## src/rtl/sec_ctrl_pkg.sv

```systemverilog
// rtl/sec_ctrl_pkg.sv - shared types and constants for the cache attack response controller
//
// Contents:
//   state_e        controller states MONITOR / FLUSH / COOLDOWN (2'b11 unused)
//   DEF_*          default threshold/window/index width shared with the monitor integration
//   num_lines()    number of cache lines walked for a given index width
package sec_ctrl_pkg;

    typedef enum logic [1:0] {
        MONITOR  = 2'b00,
        FLUSH    = 2'b01,
        COOLDOWN = 2'b10
    } state_e;

    localparam int DEF_THRESHOLD  = 4;
    localparam int DEF_WINDOW     = 1024;
    localparam int DEF_CACHE_ADDR = 7;

    function automatic int num_lines(input int addr_w);
        return 1 << addr_w;
    endfunction

    localparam int NUM_LINES = num_lines(DEF_CACHE_ADDR);

endpackage

```

## src/rtl/sec_window_counter.sv

```systemverilog
// rtl/sec_window_counter.sv - sliding cycle window with saturating per-window hit count
//
// Ports:
//   clock, reset  rising-edge clock, asynchronous active-high reset
//   en            advance the window and accept hits (controller in MONITOR)
//   clr           force window counter and hit count to zero
//   irq           attack pulse for this cycle
//   trigger       combinational: this pulse brings the window's hit count to THRESHOLD
module sec_window_counter #(
    parameter int WINDOW    = 1024,
    parameter int THRESHOLD = 4
) (
    input  logic clock,
    input  logic reset,
    input  logic en,
    input  logic clr,
    input  logic irq,
    output logic trigger
);

    localparam int WW = $clog2(WINDOW);
    localparam int HW = $clog2(THRESHOLD + 1);

    logic [WW-1:0] cnt_q, cnt_d;
    logic [HW-1:0] hits_q, hits_d;
    logic [HW-1:0] base;
    logic          wrap;

    always_comb begin
        cnt_d   = cnt_q;
        hits_d  = hits_q;
        wrap    = en && (cnt_q == WW'(WINDOW - 1));
        // A pulse coinciding with the wrap belongs to the new window.
        base    = wrap ? '0 : hits_q;
        trigger = 1'b0;
        if (clr) begin
            cnt_d  = '0;
            hits_d = '0;
        end else if (en) begin
            cnt_d  = wrap ? '0 : cnt_q + 1'b1;
            hits_d = base;
            if (irq) begin
                if (base < HW'(THRESHOLD)) begin
                    hits_d = base + 1'b1;
                end
                trigger = (int'(base) + 1 >= THRESHOLD);
            end
        end
    end

    always_ff @(posedge clock or posedge reset) begin
        if (reset) begin
            cnt_q  <= '0;
            hits_q <= '0;
        end else begin
            cnt_q  <= cnt_d;
            hits_q <= hits_d;
        end
    end

endmodule

```

## src/rtl/cache_attack_response_ctrl.sv

```systemverilog
// rtl/cache_attack_response_ctrl.sv - attack-rate threshold, CPU stall and cache flush sequencer
//
// Ports:
//   clock, reset   rising-edge clock, asynchronous active-high reset
//   irq_in         one-cycle attack pulse from the security monitor
//   attack_addr    cache index of the attacked line, valid with irq_in
//   clear_alarm    software clear of the sticky alarm (a same-cycle set wins)
//   flush_ack      cache controller accepts the current flush request
//   flush_req      flush request for flush_index
//   flush_index    line being flushed
//   cpu_stall      holds the CPU off the cache during a flush
//   alarm          sticky threshold-reached flag
//   attack_count   saturating total of attack pulses since reset
//   busy           high in FLUSH or COOLDOWN
//
// Build option: define SEC_TARGETED_FLUSH_EN to flush only the line named by the
// triggering pulse instead of walking every line.
module cache_attack_response_ctrl
    import sec_ctrl_pkg::*;
#(
    parameter int CACHE_ADDR   = DEF_CACHE_ADDR,
    parameter int THRESHOLD    = DEF_THRESHOLD,
    parameter int WINDOW       = DEF_WINDOW,
    parameter int COOLDOWN_CYC = 16,
    parameter int CNT_W        = 16
) (
    input  logic                  clock,
    input  logic                  reset,
    input  logic                  irq_in,
    input  logic [CACHE_ADDR-1:0] attack_addr,
    input  logic                  clear_alarm,
    input  logic                  flush_ack,
    output logic                  flush_req,
    output logic [CACHE_ADDR-1:0] flush_index,
    output logic                  cpu_stall,
    output logic                  alarm,
    output logic [CNT_W-1:0]      attack_count,
    output logic                  busy
);

    localparam int                  LINES     = num_lines(CACHE_ADDR);
    localparam logic [CACHE_ADDR-1:0] LAST_IDX = CACHE_ADDR'(LINES - 1);
    localparam int                  CCW       = (COOLDOWN_CYC > 1) ? $clog2(COOLDOWN_CYC) : 1;
    localparam logic [CCW-1:0]      LAST_COOL = CCW'(COOLDOWN_CYC - 1);

    state_e                state_q, state_d;
    logic                  irq_q, irq_d;
    logic                  flush_req_q, flush_req_d;
    logic [CACHE_ADDR-1:0] flush_index_q, flush_index_d;
    logic                  cpu_stall_q, cpu_stall_d;
    logic                  alarm_q, alarm_d;
    logic [CNT_W-1:0]      attack_count_q, attack_count_d;
    logic                  busy_q, busy_d;
    logic [CCW-1:0]        cool_cnt_q, cool_cnt_d;
    logic                  win_trigger;

`ifdef SEC_TARGETED_FLUSH_EN
    logic [CACHE_ADDR-1:0] addr_q, addr_d;
`else
    logic unused_attack_addr;
    assign unused_attack_addr = ^attack_addr;
`endif

    // The pulse is registered once before the window logic, so a pulse
    // sampled at edge N shows up on flush_req/cpu_stall after edge N+1.
    sec_window_counter #(
        .WINDOW    (WINDOW),
        .THRESHOLD (THRESHOLD)
    ) u_win (
        .clock   (clock),
        .reset   (reset),
        .en      (state_q == MONITOR),
        .clr     (state_q != MONITOR),
        .irq     (irq_q),
        .trigger (win_trigger)
    );

    always_comb begin
        state_d        = state_q;
        irq_d          = irq_in;
        flush_req_d    = flush_req_q;
        flush_index_d  = flush_index_q;
        cpu_stall_d    = cpu_stall_q;
        alarm_d        = alarm_q;
        attack_count_d = attack_count_q;
        busy_d         = busy_q;
        cool_cnt_d     = cool_cnt_q;
`ifdef SEC_TARGETED_FLUSH_EN
        addr_d         = addr_q;
        if (irq_in && state_q == MONITOR) begin
            addr_d = attack_addr;
        end
`endif

        if (irq_q && attack_count_q != {CNT_W{1'b1}}) begin
            attack_count_d = attack_count_q + 1'b1;
        end

        // Clear first so a threshold set in the same cycle overrides it.
        if (clear_alarm) begin
            alarm_d = 1'b0;
        end

        case (state_q)
            MONITOR: begin
                if (win_trigger) begin
                    state_d     = FLUSH;
                    alarm_d     = 1'b1;
                    flush_req_d = 1'b1;
                    cpu_stall_d = 1'b1;
                    busy_d      = 1'b1;
`ifdef SEC_TARGETED_FLUSH_EN
                    flush_index_d = addr_q;
`else
                    flush_index_d = '0;
`endif
                end
            end
            FLUSH: begin
                if (flush_req_q && flush_ack) begin
`ifdef SEC_TARGETED_FLUSH_EN
                    if (1'b1) begin
`else
                    if (flush_index_q == LAST_IDX) begin
`endif
                        state_d       = COOLDOWN;
                        flush_req_d   = 1'b0;
                        cpu_stall_d   = 1'b0;
                        flush_index_d = '0;
                        cool_cnt_d    = '0;
                    end else begin
                        flush_index_d = flush_index_q + 1'b1;
                    end
                end
            end
            COOLDOWN: begin
                if (cool_cnt_q == LAST_COOL) begin
                    state_d    = MONITOR;
                    busy_d     = 1'b0;
                    cool_cnt_d = '0;
                end else begin
                    cool_cnt_d = cool_cnt_q + 1'b1;
                end
            end
            default: begin
                state_d       = MONITOR;
                flush_req_d   = 1'b0;
                cpu_stall_d   = 1'b0;
                busy_d        = 1'b0;
                flush_index_d = '0;
                cool_cnt_d    = '0;
            end
        endcase
    end

    always_ff @(posedge clock or posedge reset) begin
        if (reset) begin
            state_q        <= MONITOR;
            irq_q          <= 1'b0;
            flush_req_q    <= 1'b0;
            flush_index_q  <= '0;
            cpu_stall_q    <= 1'b0;
            alarm_q        <= 1'b0;
            attack_count_q <= '0;
            busy_q         <= 1'b0;
            cool_cnt_q     <= '0;
        end else begin
            state_q        <= state_d;
            irq_q          <= irq_d;
            flush_req_q    <= flush_req_d;
            flush_index_q  <= flush_index_d;
            cpu_stall_q    <= cpu_stall_d;
            alarm_q        <= alarm_d;
            attack_count_q <= attack_count_d;
            busy_q         <= busy_d;
            cool_cnt_q     <= cool_cnt_d;
        end
    end

`ifdef SEC_TARGETED_FLUSH_EN
    always_ff @(posedge clock or posedge reset) begin
        if (reset) begin
            addr_q <= '0;
        end else begin
            addr_q <= addr_d;
        end
    end
`endif

    assign flush_req    = flush_req_q;
    assign flush_index  = flush_index_q;
    assign cpu_stall    = cpu_stall_q;
    assign alarm        = alarm_q;
    assign attack_count = attack_count_q;
    assign busy         = busy_q;

endmodule

```

## config.mk

```make
export PLATFORM = sky130hd
export DESIGN_NAME = cache_attack_response_ctrl
export DESIGN_NICKNAME = d
export VERILOG_FILES = /design/src/rtl/sec_ctrl_pkg.sv /design/src/rtl/sec_window_counter.sv /design/src/rtl/cache_attack_response_ctrl.sv
export SDC_FILE = /design/constraint.sdc
export NUM_CORES = 1
export LEC_CHECK = 0
export ABC_CLOCK_PERIOD_IN_PS = 3700
export CELL_PAD_IN_SITES_DETAIL_PLACEMENT = 0
export CELL_PAD_IN_SITES_GLOBAL_PLACEMENT = 1
export CORE_MARGIN = 10
export CORE_UTILIZATION = 41
export CTS_CLUSTER_DIAMETER = 80
export DETAILED_ROUTE_END_ITERATION = 7
export PLACE_DENSITY = 0.77
export SLEW_MARGIN = 0
export SYNTH_ARGS = -nofsm -noshare
export SYNTH_HDL_FRONTEND = slang
export SYNTH_HIERARCHICAL = 1
export SYNTH_SLANG_ARGS = --single-unit
```

## constraint.sdc

```tcl
create_clock -name clock -period 3.7 [get_ports clock]
set_input_delay 0.37 -clock clock [delete_from_list [all_inputs] [get_ports clock]]
set_output_delay 0.37 -clock clock [all_outputs]
set_load 0.05 [all_outputs]
```

== Word-level counts from Yosys, hierarchy flattened ==
Cells that the tools add are included.

* Logic and storage cells: 75
* Bits in registers: 46

* Multiplexer cells: 33
* Order comparisons: 2
* Add/sub/neg operators: 6
* Reductions and logical operators: 11
* Bitwise logic cells: 3
* Eq/ne operators: 10

{| class="wikitable"
|+ Operator list
! cell !! number
|-
| >= comparator 32 x 4 -> 1 bit (second input constant) || 1
|-
| 2-to-1 mux 10 bit || 3
|-
| 2-to-1 mux 7 bit || 3
|-
| case mux 7 bit (3 select lines) || 1
|-
| adder 16 x 1 -> 16 bit (second input constant) || 1
|-
| inequality test 16 bit (second input constant) || 1
|-
| 2-to-1 mux 3 bit || 5
|-
| 2-to-1 mux 4 bit || 3
|-
| case mux 4 bit (3 select lines) || 1
|-
| adder 10 x 1 -> 10 bit (second input constant) || 1
|-
| equality test 10 bit (second input constant) || 1
|-
| 2-to-1 mux 1 bit || 10
|-
| AND reduction 3 bit || 3
|-
| 2-to-1 mux 2 bit || 4
|-
| inequality test 2 bit (second input constant) || 4
|-
| AND reduction 4 bit || 2
|-
| adder 7 x 1 -> 7 bit (second input constant) || 1
|-
| equality test 7 bit (second input constant) || 1
|-
| case mux 1 bit (3 select lines) || 2
|-
| case mux 2 bit (3 select lines) || 1
|-
| adder 3 x 1 -> 4 bit (second input constant) || 1
|-
| adder 4 x 1 -> 4 bit (second input constant) || 1
|-
| equality test 4 bit (second input constant) || 1
|-
| nonzero test 2 bit || 2
|-
| 7 further kinds || 11
|}

== Longest topological paths before layout ==
Gate-level depths: netlist (run 1).

* Depth after elaboration: 10
* Gate-level depth with buffers: 12
* Gate-level depth less buffers: 11

== Cells and area by module ==
Netlist (run 1), hierarchy kept.

{| class="wikitable"
|+ Modules (own cells, without submodules)
! module !! area an instance (µm²) !! instances !! sequential area each (µm²) !! cells each
|-
| cache_attack_response_ctrl || 1646.6 || 1 || 825.8 || 161
|-
| sec_window_counter || 760.7 || 1 || 325.3 || 84
|}

== Least setup slack after synthesis (run 1) ==
OpenSTA, ideal clock, no wires.

* Kind: flip-flop to flip-flop
* From: reg u_win.cnt_q[0]
* To: reg flush_index_q[5], in the netlist flush_index[5]
* Data required time: 3.623 ns
* Setup time: 0.077 ns
* Stages on the path, launching flop included: 13
* Data arrival time: 2.663 ns
* Path slack: 0.960 ns
* Path buffers: 1
* Path through: dfrtp_1 > ha_1 > and4_1 > nand4_2 > buf_6 > nand3_1 > ha_1 > a41oi_2 > nor3_1 > nor2b_1 > o22ai_2 > or4_1 > a21oi_1

* Word-level cells in the longest chain between the ends: 10

{| class="wikitable"
|+ Ends and longest elaborated chain
! element !! line !! RTL
|-
| start, declared || sec_window_counter.sv:24 || <nowiki>logic [WW-1:0] cnt_q, cnt_d;</nowiki>
|-
| start signal, assigned || sec_window_counter.sv:56 || <nowiki>cnt_q <= cnt_d;</nowiki>
|-
| equality test 10 bit || sec_window_counter.sv:32 || <nowiki>wrap = en && (cnt_q == WW'(WINDOW - 1));</nowiki>
|-
| logical AND 1 bit || sec_window_counter.sv:32 ||
|-
| 2-to-1 mux 3 bit || sec_window_counter.sv:34 || <nowiki>base = wrap ? '0 : hits_q;</nowiki>
|-
| adder 3 x 1 -> 4 bit || sec_window_counter.sv:46 || <nowiki>trigger = (int'(base) + 1 >= THRESHOLD);</nowiki>
|-
| >= comparator 32 x 4 -> 1 bit || sec_window_counter.sv:46 ||
|-
| 2-to-1 mux 1 bit || sec_window_counter.sv:42 || <nowiki>if (irq) begin</nowiki>
|-
| 2-to-1 mux 1 bit || sec_window_counter.sv:39 || <nowiki>end else if (en) begin</nowiki>
|-
| 2-to-1 mux 1 bit || sec_window_counter.sv:36 || <nowiki>if (clr) begin</nowiki>
|-
| via win_trigger || cache_attack_response_ctrl.sv:55 || <nowiki>logic win_trigger;</nowiki>
|-
| inequality test 2 bit (no line) || n/a ||
|-
| AND reduction 3 bit (no line) || n/a ||
|-
| end signal, assigned || cache_attack_response_ctrl.sv:171 || <nowiki>flush_index_q <= flush_index_d;</nowiki>
|-
| end, declared || cache_attack_response_ctrl.sv:49 || <nowiki>logic [CACHE_ADDR-1:0] flush_index_q, flush_index_d;</nowiki>
|}

The timed path passes the listed nets, and every way through them passes these cells.
A chain may end at the register's enable or synchronous reset.

== Final worst setup path (run 1) ==
Ends and elaborated chain as after synthesis.

==> results of run 1 <==
[through the flow]
stage / instance area [um2] / hold slack, ps / power (mW)
2_1_floorplan: 2410 / 247 / 1.17
3_3_place_gp: 2800 / 491 / 1.39
3_5_place_dp: 2800 / 494 / 1.40
4_1_cts: 2900 / 442 / 1.77
5_1_grt: 2900 / 475 / 1.87
6_report: 2900 / 415 / 1.75
[metal layers]
metal  share of wire [%]  wire length, um
met4                 1.5               76
met3                 6.1              315
met2                  43             2240
met1                  49             2560
met5                   0                0
[layout by cell type (no fill, tap or decap), types with 6 or more instances in the layout]
master | netlist | final
clkdlybuf4s50_1 | 0 | 31
o21ai_0 | 12 | 12
xor2_1 | 13 | 13
xnor2_1 | 6 | 6
dfrtp_1 | 46 | 46
inv_1 | 11 | 11
nor3_1 | 14 | 14
nor2_1 | 15 | 15
nand4_1 | 6 | 6
nand2_1 | 28 | 28
nand3_1 | 15 | 15
a21oi_1 | 14 | 14
[cell usage after synthesis, types with 2 or more instances]
cell type  count  area (um2)
nand2b_1       2        12.5
nand3b_1       3        22.5
nand2_1       28         105
nand3_1       15        75.1
inv_1         11        41.3
buf_4          2        15.0
a21oi_1       14        70.1
o21ai_0       12        60.1
o2111ai_1      2        17.5
nor2b_1        3        18.8
o211ai_1       2        15.0
a31oi_1        3        18.8
nor3_1        14        70.1
ha_1           5        62.6
xor2_1        13         114
or4_1          2        15.0
and4_1         5        43.8
nor4_1         3        18.8
dfrtp_1       46        1150
xnor2_1        6        52.6
and3_1         3        18.8
a22o_1         2        17.5
nand4_1        6        37.5
o31a_1         2        17.5
nor2_1        15        56.3
clkbuf_1       2        7.51
nand4_2        2        25.0
and2_1         2        12.5
[power breakdown]
group          internal, mW  switching [mW]
Sequential            0.586           0.126
Clock                 0.202           0.166
Combinational         0.237           0.432
Total                  1.03           0.724
[cell families after synthesis]
kind of cell,after synthesis
buffers and inverters,16
DFF,46
xor gates and xnor gates,19
muxes,2
AOI/OAI and AO/OA,48
adders and majority gates,5
and+or+nand+nor,109
[registers in the layout, indices dropped and copies added (netlist names)]
| register | cells |
|---|---|
| alarm | 1 |
| attack_count | 16 |
| busy | 1 |
| cool_cnt_q | 4 |
| cpu_stall | 1 |
| flush_index | 7 |
| irq_q | 1 |
| state_q | 2 |
| u_win/cnt_q | 10 |
| u_win/hits_q | 3 |
[worst max-delay path by stage]
| stage | from | endpoint | slack, ps | cells past startpoint |
|---|---|---|---|---|
| global route | u_win/cnt_q[0]$_DFFE_PP0P_ | flush_index[5]$_DFFE_PP0P_ | 500 | 11 |
| global placement | u_win/cnt_q[0]$_DFFE_PP0P_ | flush_index[5]$_DFFE_PP0P_ | 740 | 11 |
| CTS | u_win/cnt_q[0]$_DFFE_PP0P_ | flush_index[5]$_DFFE_PP0P_ | 670 | 11 |
| floorplan | u_win/cnt_q[0]$_DFFE_PP0P_ | flush_index[5]$_DFFE_PP0P_ | 960 | 12 |
| finish | u_win/cnt_q[0]$_DFFE_PP0P_ | flush_index[5]$_DFFE_PP0P_ | 670 | 11 |
| detailed placement | u_win/cnt_q[0]$_DFFE_PP0P_ | flush_index[5]$_DFFE_PP0P_ | 710 | 11 |
[critical path, cell delays in order, from the launching register on]
cell	delay, ps
dfrtp_1	420
ha_1	250
and4_1	220
nand4_2	210
nand3_1	110
ha_1	300
a41oi_2	40
nor3_1	260
nor2b_1	290
o22ai_2	190
or4_1	530
a21oi_1	140
[area by class of cell]
cell class	count	area, um2
fillers	538	2710
repair buffers	34	333
inverters	11	41.3
multi-input cells	183	1180
clock inverters	1	30.0
flip-flops and latches	46	1150
well taps	72	90.1
clock buffers	7	76.3
==> summary.md, run 1 <==
| Metric | Value |
|---|---|
| Status | finished, final reports clean |
| Max VDD drop | 0.382 mV |
| Global Route met1 Usage | 14.3% |
| Rel. slew slack | 65.6% |
| DP HPWL | 3.73 mm |
| Area delta synth->final | 20.6% |
| Hold buffers post-CTS | 0 |
| Gr busiest metal | met2 |
| Die area | 0.00934 mm2 |
| GRT met3 Usage | 4.40% |
| CTS resizes | 0 |
| Via/cell ratio | 5.43 |
| Synth Flop Type | dfrtp_1 |
| PD cells | 603 mW/mm2 |
| Period utilisation layout | 82.0% |
| Synthesized area | 0.00241 mm2 |
| First-pass GRT wire length | 8.91 mm |
| Fmax | 330 MHz |
| Vias in the first global route | 1832 |
| Drt initial violations | 101 |
| CP endpoint kind | flop |
| Synth Area in Simple Gates | 24.7% |
| Layout Cells excl Fill | 354 |
| Clk buf depth | 2 |
| Setup TNS | 0 ps |
| Number of max-cap violations | 0 |
| Average size of a mapped cell | 9.83 um2 |
| Final wirelength | 5.18 mm |
| GRT overflow | 0 |
| Largest family of logic cells by synthesized area | simple AND/OR/NAND/NOR gates |
| Fin. max-slew vios | 0 |
| DR vias | 1923 |
| Placed Cells | 346 |
| Worst Clk Skew | 7.92 ps |
| Synth Area in Adders | 2.60% |
| TritonCTS buffer count | 5 |
| Worst slew pin tran | 514 ps |
| Post-synthesis xor/xnor area fraction | 6.91% |
| Antenna violations before repair | 0 |
| Fin. Hold Viols | 0 |
| Antenna viol nets, final | 0 |
| Met2 Usage GRT | 16.1% |
| Row cnt | 27 |
| Unrepaired setup endpoints after global routing | no |
| Reg-to-Reg End | flush_index[5]$_DFFE_PP0P_ |
| Post-place setup slack | 711 ps |
| Syn nets | 262 |
| # nets final | 298 |
| Worst hold path class | input port to asynchronous set/reset pin |
| Largest net degree at the start of global routing | 34 |
| WL/cell | 14.6 um |
| 1st-pass router iterations | 4 |
| Clock slew at reported path FFs | 90 ps |
| DRC viols | 0 |
| Post-synth cell types | 48 |
| Later-pin clock latency in the skew report | 300 ps |
| CTS tree | yes |
| WS Path Type | flop to flop |
| Setup crit start kind | flop |
| #FFs+latches synth | 46 |
| Clk sinks | 46 |
| Worst r2r src | u_win/cnt_q[0]$_DFFE_PP0P_ |
| Layout cell share with drive strength beyond 1 | 7.09% |
| Die X | 96.6 um |
| R2R setup slack | 670 ps |
| Sequential fraction of the synthesis area | 47.8% |
| RD Place Congestion | 0.783 |
| Clk root buf | clkbuf_8 |
| Synth warn | 6 |
| Post-synth EDFFs | 0 |
| GRT Total Usage | 11.0% |
| H-tree Lvls | 2 |
| Leakage power total | 1.25 nW |
| Chip height | 96.6 um |
| Worst Setup Slack, final | 666 ps |
| Critical Path RT | 3930 ps |
| Gate Count Post-Synth | 245 |
| Period minus WS final | 3030 ps |
| Core box area | 0.00561 mm2 |
| Worst r2r path cells | 11 |
| Layout Utilization | 51.8% |
| Post-synth ARST share | 100% |
| Final setup fails | 0 |
| Inserted Diodes | 0 |
| Worst-path fanout max | 11 |
| # Post-CTS Setup Buffers | 0 |
| Starting density of the core | 42.9% |
| Synth Area in Compound Gates | 13.7% |
| IO Count | 39 |
| Port Buffers | 31 |
| Mux share of post-synthesis cell area | 1.09% |
| CP arrival | 3260 ps |
(Power assumes the default switching activity.)
==> run 2: changes to the inputs <==
--- a/config.mk
+++ b/config.mk
@@ -5,14 +5,14 @@
 export SDC_FILE = /design/constraint.sdc
 export NUM_CORES = 1
 export LEC_CHECK = 0
-export ABC_CLOCK_PERIOD_IN_PS = 3700
+export ABC_CLOCK_PERIOD_IN_PS = 2500
 export CELL_PAD_IN_SITES_DETAIL_PLACEMENT = 0
 export CELL_PAD_IN_SITES_GLOBAL_PLACEMENT = 1
 export CORE_MARGIN = 10
-export CORE_UTILIZATION = 41
+export CORE_UTILIZATION = 37
 export CTS_CLUSTER_DIAMETER = 80
 export DETAILED_ROUTE_END_ITERATION = 7
-export PLACE_DENSITY = 0.77
+export PLACE_DENSITY = 0.74
 export SLEW_MARGIN = 0
 export SYNTH_ARGS = -nofsm -noshare
 export SYNTH_HDL_FRONTEND = slang
==> constraint.sdc (replaced) <==
create_clock -name clock -period 2.5 [get_ports clock]
set_input_delay 0.25 -clock clock [delete_from_list [all_inputs] [get_ports clock]]
set_output_delay 0.25 -clock clock [all_outputs]
set_load 0.05 [all_outputs]
==> run 2 against run 1 <==
Against the previous run: clock-buffer cell count down 1; core utilization down 3.8 points; setup slack got worse by 590 ps; register-to-register slack lost 590 ps; largest power group is now combinational logic; wire length increased by 2.0%; clock skew down 3.6 ps; power is 48% higher; combinational power up 67%; critical endpoint unchanged.
==> summary.md, run 2 (same netlist as run 1, synthesis figures left out) <==
| Metric | Value |
|---|---|
| WL/cell | 14.3 um |
| CTS tree | yes |
| Clk buf depth | 2 |
| Area delta synth->final | 26.5% |
| DR vias | 1974 |
| Final setup fails | 0 |
| Inserted Diodes | 0 |
| # nets final | 309 |
| Worst Clk Skew | 4.30 ps |
| Layout cell share with drive strength beyond 1 | 15.1% |
| Status | finished, final reports clean |
| IO Count | 39 |
| CP endpoint kind | flop |
| Largest net degree at the start of global routing | 34 |
| Vias in the first global route | 1972 |
| GRT overflow | 0 |
| Via/cell ratio | 5.35 |
| TritonCTS buffer count | 5 |
| Die area | 0.0101 mm2 |
| Worst-path fanout max | 5 |
| Setup crit start kind | flop |
| Starting density of the core | 37.9% |
| Later-pin clock latency in the skew report | 300 ps |
| Sequential cell area | 0.00115 mm2 |
| Die X | 101 um |
| Power after layout | 2.58 mW |
| Rel. slew slack | 65.5% |
| DRC viols | 0 |
| Number of max-cap violations | 0 |
| 1st-pass router iterations | 4 |
| Worst slew pin tran | 517 ps |
| Drt initial violations | 88 |
| CP arrival | 2660 ps |
| H-tree Lvls | 2 |
| Final wirelength | 5.29 mm |
| Leakage power total | 1.29 nW |
| GRT Total Usage | 11.4% |
| FILL cells | 614 |
| Port Buffers | 31 |
| Setup crit start | u_win/cnt_q[0]$_DFFE_PP0P_ |
| Fmax | 412 MHz |
| Critical Path RT | 2740 ps |
| Max VDD drop | 0.611 mV |
| Clk sinks | 46 |
| Fin. max-slew vios | 0 |
| Max reg flops | 16 |
| First-pass GRT wire length | 9.53 mm |
| RD Place Congestion | 0.799 |
| R2R setup slack | 70 ps |
| Clock slew at reported path FFs | 90 ps |
| Worst r2r path cells | 11 |
| Worst hold path class | input port to asynchronous set/reset pin |
| Antenna violations before repair | 0 |
| DP HPWL | 3.75 mm |
| Fin. Hold Viols | 0 |
| Reg-to-Reg End | flush_index[5]$_DFFE_PP0P_ |
| Area taken by multi-input logic gates | 0.00126 mm2 |
| Unrepaired setup endpoints after global routing | yes |
| Antenna viol nets, final | 0 |
| Hold buffers post-CTS | 0 |
| Worst r2r src | u_win/cnt_q[0]$_DFFE_PP0P_ |
| Period minus WS final | 2430 ps |
| CP endpoint | flush_index[5]$_DFFE_PP0P_ |
| Chip height | 101 um |
| Core box area | 0.00635 mm2 |
| Commonest non-fill, non-tap cells in the layout | dfrtp_1, clkdlybuf4s50_1, nand2_1 |
| Period utilisation layout | 97.0% |
| Commonest non-fill, non-tap cell in the layout | dfrtp_1 |
| Clk root buf | clkbuf_8 |
| Row cnt | 29 |
| PD cells | 848 mW/mm2 |
| Setup TNS | 0 ps |
| WS Path Type | flop to flop |
==> run 2: timing repair <==
item	in CTS	in global routing
endpoints found under the setup margin	0	5
resized for setup	0	13
setup buffers	0	3
==> run 2: final cells by class <==
cell class / count / share of cell area [%]
Clock inverter: 1 / 0.247
Sequential cell: 46 / 37.8
Clock buffer: 6 / 2.38
Multi-Input combinational cell: 183 / 41.4
Tap cell: 77 / 3.16
Inverter: 11 / 1.36
Timing Repair Buffer: 45 / 13.6
==> run 2: critical path, cell delays in order, from the launching register on <==
cell and delay (ps):
dfrtp_1 390, ha_2 200, and4_4 150, nand4_4 100, nand3_2 100, ha_4 280
a41oi_2 30, nor3_2 250, nor2b_4 220, o22ai_4 100, or4_4 430, a21oi_2 120
==> run 2: how the worst min path moves through the flow <==
stage	startpoint	endpoint	slack (ps)	cells past startpoint
finish	reset	u_win/hits_q[0]$_DFFE_PP0P_	310	2
global route	reset	u_win/hits_q[0]$_DFFE_PP0P_	360	2
CTS	reset	u_win/hits_q[0]$_DFFE_PP0P_	330	2
detailed placement	alarm$_DFF_PP0_	alarm$_DFF_PP0_	500	1
global placement	alarm$_DFF_PP0_	alarm$_DFF_PP0_	490	1
floorplan	reset	u_win/cnt_q[0]$_DFFE_PP0P_	130	1
==> run 2: power breakdown <==
part | switching (mW) | internal (mW) | leakage (nW)
logic | 0.715 | 0.407 | 0.640
registers | 0.151 | 0.868 | 0.613
clock network | 0.248 | 0.192 | 0.0373
==> run 2: through the flow <==
stage	utilization (%)	instance area [um2]	hold WS [ps]	setup slack, ps	std cells
floorplan	-	2430	127	39.1	245
global placement	45.4	2890	492	74.9	359
detailed placement	45.4	2890	504	53.3	359
CTS	46.7	2970	327	32.0	366
global route	47.9	3040	363	-82.4	369
finish	47.9	3040	308	73.9	369
==> run 2: layer usage <==
| metal | track usage, % | up-vias | wire (um) |
|---|---|---|---|
| li1 | - | 989 | - |
| met1 | 14.6 | 948 | 2490 |
| met2 | 17.1 | 30 | 2400 |
| met3 | 4.32 | 7 | 328 |
| met4 | 3.91 | 0 | 63 |
| met5 | 0 | - | 0 |
